## src/rtl/alu_mdu.sv

```systemverilog
// alu_mdu: handshaked RV OP/OP-IMM ALU with iterative M-extension multiply/divide.
// Define ALU_MDU_EARLY_OUT_EN to finish zero-operand multiplies and div-by-zero/overflow in one cycle.
module alu_mdu #(
    parameter int XLEN   = 32,
    parameter int UNROLL = 1
) (
    input  logic            clk,
    input  logic            rst,
    input  logic            in_valid,
    output logic            in_ready,
    input  logic            op,
    input  logic            op_imm,
    input  logic [2:0]      funct3,
    input  logic [6:0]      funct7,
    input  logic [XLEN-1:0] a,
    input  logic [XLEN-1:0] b,
    output logic            out_valid,
    input  logic            out_ready,
    output logic [XLEN-1:0] t,
    output logic            illegal,
    output logic            busy
);
    localparam int S = XLEN / UNROLL;
    localparam int CW = $clog2(S) + 1;
    localparam int SW = $clog2(XLEN);
    localparam logic [CW-1:0] LAST = CW'(S - 1);

    typedef enum logic [1:0] {IDLE, MUL, DIV} state_t;

    state_t          state_q;
    logic [CW-1:0]   cnt_q;
    logic [1:0]      f3_q;
    logic [2*XLEN:0] acc_q, mul_d, div_d;
    logic [XLEN-1:0] mcand_q, t_q;
    logic            neg_q, rneg_q, dz_q, ov_q, ill_q;

    logic            is_m, legal_op, legal_imm, illegal_d, a_neg, b_neg, accept, early;
    logic [XLEN-1:0] mag_a, mag_b, base_res, early_res, res_d, mul_res, div_res, quo, rem;
    logic [2*XLEN-1:0] prod;
    logic [SW-1:0]   shamt;

    assign is_m      = op && funct7 == 7'b0000001;
    assign legal_op  = op && (funct7 == 7'b0 || (funct7 == 7'b0100000 && (funct3 == 3'b000 || funct3 == 3'b101)));
    assign legal_imm = !op && op_imm && funct7 != 7'b0000001 &&
                       (funct3 != 3'b101 || funct7 == 7'b0 || funct7 == 7'b0100000);
    assign illegal_d = !(is_m || legal_op || legal_imm);
    assign shamt     = b[SW-1:0];
    assign accept    = in_valid && in_ready;

    // Signedness per funct3: MUL/MULH/MULHSU take a signed, MUL/MULH take b signed; DIV/REM both signed.
    assign a_neg = a[XLEN-1] && (funct3[2] ? !funct3[0] : funct3[1:0] != 2'b11);
    assign b_neg = b[XLEN-1] && (funct3[2] ? !funct3[0] : !funct3[1]);
    assign mag_a = a_neg ? -a : a;
    assign mag_b = b_neg ? -b : b;

    always_comb begin
        base_res = '0;
        case (funct3)
            3'b000:  base_res = (op && funct7[5]) ? a - b : a + b;
            3'b001:  base_res = a << shamt;
            3'b010:  base_res = {{(XLEN-1){1'b0}}, $signed(a) < $signed(b)};
            3'b011:  base_res = {{(XLEN-1){1'b0}}, a < b};
            3'b100:  base_res = a ^ b;
            3'b101:  base_res = funct7[5] ? $unsigned($signed(a) >>> shamt) : a >> shamt;
            3'b110:  base_res = a | b;
            default: base_res = a & b;
        endcase
    end

`ifdef ALU_MDU_EARLY_OUT_EN
    logic ovf;
    assign ovf       = !funct3[0] && a == {1'b1, {(XLEN-1){1'b0}}} && &b;
    assign early     = is_m && (funct3[2] ? (b == '0 || ovf) : (a == '0 || b == '0));
    assign early_res = !funct3[2] ? '0 : b == '0 ? (funct3[1] ? a : '1) : (funct3[1] ? '0 : a);
`else
    assign early     = 1'b0;
    assign early_res = '0;
`endif

    assign res_d = illegal_d ? '0 : is_m ? early_res : base_res;

    // acc_q holds {carry, hi, multiplier} for MUL and {remainder, quotient} for DIV.
    always_comb begin
        mul_d = acc_q;
        div_d = acc_q;
        for (int i = 0; i < UNROLL; i++) begin
            if (mul_d[0]) mul_d[2*XLEN:XLEN] = mul_d[2*XLEN:XLEN] + {1'b0, mcand_q};
            mul_d = mul_d >> 1;
            div_d = div_d << 1;
            if (div_d[2*XLEN:XLEN] >= {1'b0, mcand_q}) begin
                div_d[2*XLEN:XLEN] = div_d[2*XLEN:XLEN] - {1'b0, mcand_q};
                div_d[0] = 1'b1;
            end
        end
    end

    assign prod    = neg_q ? -mul_d[2*XLEN-1:0] : mul_d[2*XLEN-1:0];
    assign mul_res = f3_q == 2'b00 ? prod[XLEN-1:0] : prod[2*XLEN-1:XLEN];
    assign quo     = dz_q ? '1 : neg_q ? -div_d[XLEN-1:0] : div_d[XLEN-1:0];
    assign rem     = rneg_q ? -div_d[2*XLEN-1:XLEN] : div_d[2*XLEN-1:XLEN];
    assign div_res = f3_q[1] ? rem : quo;

    always_ff @(posedge clk) begin
        if (rst) begin
            state_q <= IDLE;
            cnt_q   <= '0;
            t_q     <= '0;
            ill_q   <= 1'b0;
            ov_q    <= 1'b0;
        end else begin
            if (ov_q && out_ready) ov_q <= 1'b0;
            if (state_q == IDLE) begin
                if (accept && is_m && !early) begin
                    state_q <= funct3[2] ? DIV : MUL;
                    cnt_q   <= '0;
                    f3_q    <= funct3[1:0];
                    acc_q   <= {{(XLEN+1){1'b0}}, funct3[2] ? mag_a : mag_b};
                    mcand_q <= funct3[2] ? mag_b : mag_a;
                    neg_q   <= a_neg ^ b_neg;
                    rneg_q  <= a_neg;
                    dz_q    <= b == '0;
                end else if (accept) begin
                    t_q   <= res_d;
                    ill_q <= illegal_d;
                    ov_q  <= 1'b1;
                end
            end else begin
                acc_q <= state_q == MUL ? mul_d : div_d;
                cnt_q <= cnt_q + 1'b1;
                if (cnt_q == LAST) begin
                    state_q <= IDLE;
                    t_q     <= state_q == MUL ? mul_res : div_res;
                    ill_q   <= 1'b0;
                    ov_q    <= 1'b1;
                end
            end
        end
    end

    assign in_ready  = state_q == IDLE && (!ov_q || out_ready);
    assign out_valid = ov_q;
    assign t         = t_q;
    assign illegal   = ill_q;
    assign busy      = state_q != IDLE;
endmodule

```

## config.mk

```make
export PLATFORM = sky130hd
export DESIGN_NAME = alu_mdu
export DESIGN_NICKNAME = d
export VERILOG_FILES = /design/src/rtl/alu_mdu.sv
export SDC_FILE = /design/constraint.sdc
export NUM_CORES = 1
export LEC_CHECK = 0
export ABC_AREA = 1
export CAP_MARGIN = 0
export CORE_UTILIZATION = 25
export DETAILED_ROUTE_END_ITERATION = 12
export PLACE_DENSITY_LB_ADDON = 0.15
export SLEW_MARGIN = 20
export SYNTH_ARGS = -nofsm -noshare
export SYNTH_HDL_FRONTEND = slang
export SYNTH_SLANG_ARGS = --single-unit
```

## constraint.sdc

```tcl
create_clock -name clk -period 9.4 [get_ports clk]
set_input_delay 1.88 -clock clk [delete_from_list [all_inputs] [get_ports clk]]
set_output_delay 1.88 -clock clk [all_outputs]
set_load 0.02 [all_outputs]
```

==> run metrics <==
syn_area_per_cell between 5 and 6 µm²; Fin. Hold Viols 0; switching pwr ~0.0010 W; die height roughly 330 µm; largest family of logic cells by synthesized area simple AND/OR/NAND/NOR gates; first-pass GRT wire length around 230 mm; DP Cell Count roughly 6.2k; library cells used by synthesis between 70 and 80; Post-synth top cells 1450 x nand2_1, 681 x inv_1, 498 x nor2_1; Tot Pwr 0.002314 W; ratio of final minimum period to clock period about two thirds; power density over cell area roughly 78 nW/µm²; IO Pins around 120; status finished, violations left; Post-Synth Adder-Cell Area roughly 8.2%; die area around 110000 µm²; initial antenna violation count 3; Critical Path AT between 6000 and 7000 ps; critical path data required time 9750 ps; H-tree levels 4; CP Depth 18; sw frac 43.17%; final setup vio count 0; multiplexer share of the synthesized area less than 1%; CTS Buffer Depth 2; Crit. End Element flip-flop; Cells after Synth just under 5k; port buffer count ~120; final WL 159.7 mm; DPL Wire Length roughly 130 mm; area grow syn2layout 11.89%; Rel. slew slack 26.02%; fmax 155.8 MHz; initial detailed-routing violation count between 3k and 4k; peak supply drop ~0.13 mV; asr flop ratio synth 0%; FF-to-FF setup slack approximately 4300 ps; Initial Util between 20 and 30%; largest net degree at the start of global routing 67; xor-xnor portion of the synthesized cell area 3.187%; Tightest Hold Check Type reg2reg; layout cell share with drive strength beyond 1 4.053%; Final nets 5074; Top FF cell, synth edfxtp_1; DRC Markers 2; post_cts resized 0; row count ~120; Yosys top cell area share around a fifth; clock-pin slew on the worst setup and hold paths 80 ps; slew of the pin with the lowest slew margin roughly 1100 ps; GR Util All Layers between 20% and 30%; Clock Latency Late Sink between 400 and 500 ps; slowest stage delay, CP 1020 ps; post-synthesis simple-gate area fraction ~40%; register share of total power a little under a third; Clk pwr share 29.9%; Max-cap violations 0; final count of pins violating max slew 0; vias per cell approximately 5.3; reg2reg start acc_q[31]; Yosys warning count 0; cell accounting for the most synthesized area nand2_1; Die W about 330 µm; Crit Path Category in2reg; vias post-DR between 30k and 40k; crit-path leading delay family buffers and inverters; GP Congestion between 1 and 1.5; Num CTS Buffers 17; CP Launch Point b[4]; synthesized flop and latch total 144; number of global-route vias before repair 31.84k; complex-gate fraction of the synthesized area a little over a fifth; Finished Layout Cells roughly 6.2k; crit-path most repeated cell o21ai_0; worst reg-to-reg path cell count 27; Critical path buffers and inverters 3; EDFF count, synth ~100; syn nets 5069; postcts setup bufs 0; Comb pwr share about two fifths; CTS tree built; crit path cell chain clkdlybuf4s50_1, clkinv_1, ha_1, inv_1, nand2_1, nand2_1, o21ai_0, nand3_1, a21oi_1, o21ai_0, nand2_1, o21ai_0, o21ai_0, a21oi_1, o21ai_0, nand2_1, nor2_1, a21oi_1; setup TNS 0 ps; CP max-delay cell clkdlybuf4s50_1; failing checks design-rule violations; Diodes inserted 0; Leakage Power around 14 nW; Fillers 12.41k; CP startpoint kind input port; RSZ-0062 raised after global routing false; register area share after synthesis between 10 and 15%; WL per Instance around 26 µm; crit-path max FO 12; core box area 105400 µm²; end of the worst register-to-register path t[30]; crit path capture t[13]; # clock sinks 144; CTS root buf clkbuf_16; largest cells by area after synthesis nand2_1 20%, edfxtp_1 12%, inv_1 9.6%; count leader, synth nand2_1; Layout Skew about 19 ps; Internal approximately 0.0013 W; DR pass1 iterations 10; crit path time final around 6400 ps; Post-Syn Area roughly 27000 µm²; hold_buf cts 0; Routed Antenna Nets 0; gr ovfl total 0
==> power groups by stage <==
stage               clock, W  sequential [W]  combinational, W
finish              0.000691        0.000714          0.000908
global placement           0        0.000729          0.000896
CTS                 0.000700        0.000715          0.000889
detailed placement         0        0.000729          0.000886
global route        0.000718        0.000714          0.000970
floorplan                  0        0.000726          0.000479
==> worst min path at each step <==
stage,from,endpoint,cells after the start
after global routing,cnt_q[4],cnt_q[4],2
after global placement,cnt_q[4],cnt_q[4],2
final,cnt_q[1],cnt_q[1],2
after CTS,cnt_q[1],cnt_q[1],2
after floorplan,cnt_q[0],cnt_q[0],1
after detailed placement,cnt_q[1],cnt_q[1],2
==> worst register-to-register path: cells and delay by family (launching register included) <==
kind                       cells  cell delay, ps
and+or+nand+nor               19            3120
AOI/OAI and AO/OA              1             170
buffers and inverters          5             720
adders and majority gates      2             730
DFF                            1             320
==> logic make-up (layout without fill, tap and decap cells) <==
kind of cell / count (synthesis) / count (layout)
simple gates: 2490 / 2490
compound gates: 1005 / 1005
xor+xnor: 96 / 96
fa+ha+maj: 171 / 171
flops: 144 / 144
buf+inv: 899 / 917
mux: 13 / 13
==> state kept, by name (all words and copies together), names as in the netlist <==
| name | flops |
|---|---|
| rneg_q | 1 |
| f3_q | 2 |
| illegal | 1 |
| out_valid | 1 |
| mcand_q | 32 |
| t | 32 |
| acc_q | 65 |
| dz_q | 1 |
| neg_q | 1 |
| cnt_q | 6 |
| state_q | 2 |
==> layout make-up <==
cell class / count / area (µm²) / area share [%]
flip-flops and latches: 144 / 3904 / 13.11
multi-input cells: 3775 / 19300 / 64.79
repair buffers: 183 / 1647 / 5.528
clock inverters: 14 / 111.4 / 0.3739
inverters: 702 / 2635 / 8.847
well taps: 1391 / 1740 / 5.844
clock buffers: 18 / 450.4 / 1.512
==> stage by stage <==
step | hold slack, ps | util (%) | instance area [µm²] | setup slack, ps
4_1_cts | 489.3 | 28.25 | 29780 | 3190
6_report | 488.9 | 28.25 | 29780 | 2980
5_1_grt | 513.7 | 28.25 | 29780 | 2732
3_5_place_dp | 478.1 | 27.72 | 29220 | 2701
3_3_place_gp | 470.1 | 27.72 | 29220 | 2642
2_1_floorplan | 453.8 | - | 26620 | 3208
==> routing by layer <==
layer / global-route usage (%) / vias up / routed length [µm]
li1: - / 15802 / -
met1: 35.19 / 15550 / 65810
met2: 48.41 / 1076 / 73760
met3: 2.732 / 304 / 7634
met4: 19.83 / 4 / 12440
met5: 0 / - / 23
==> layout by cell type (no fill, tap or decap), types with 24 or more instances in the layout <==
cell type        instances
nand2_1               1449
or2_2                   24
nor3_1                  58
clkdlybuf4s50_1        112
nand3_1                323
a21oi_1                335
inv_1                  678
ha_1                   167
buf_4                   68
o21ai_0                385
nor2_1                 494
nand4_1                 49
dfxtp_1                 42
edfxtp_1               102
o211ai_1                31
o22ai_1                 56
xor2_1                  90
Power figures use the tool's default switching activity.
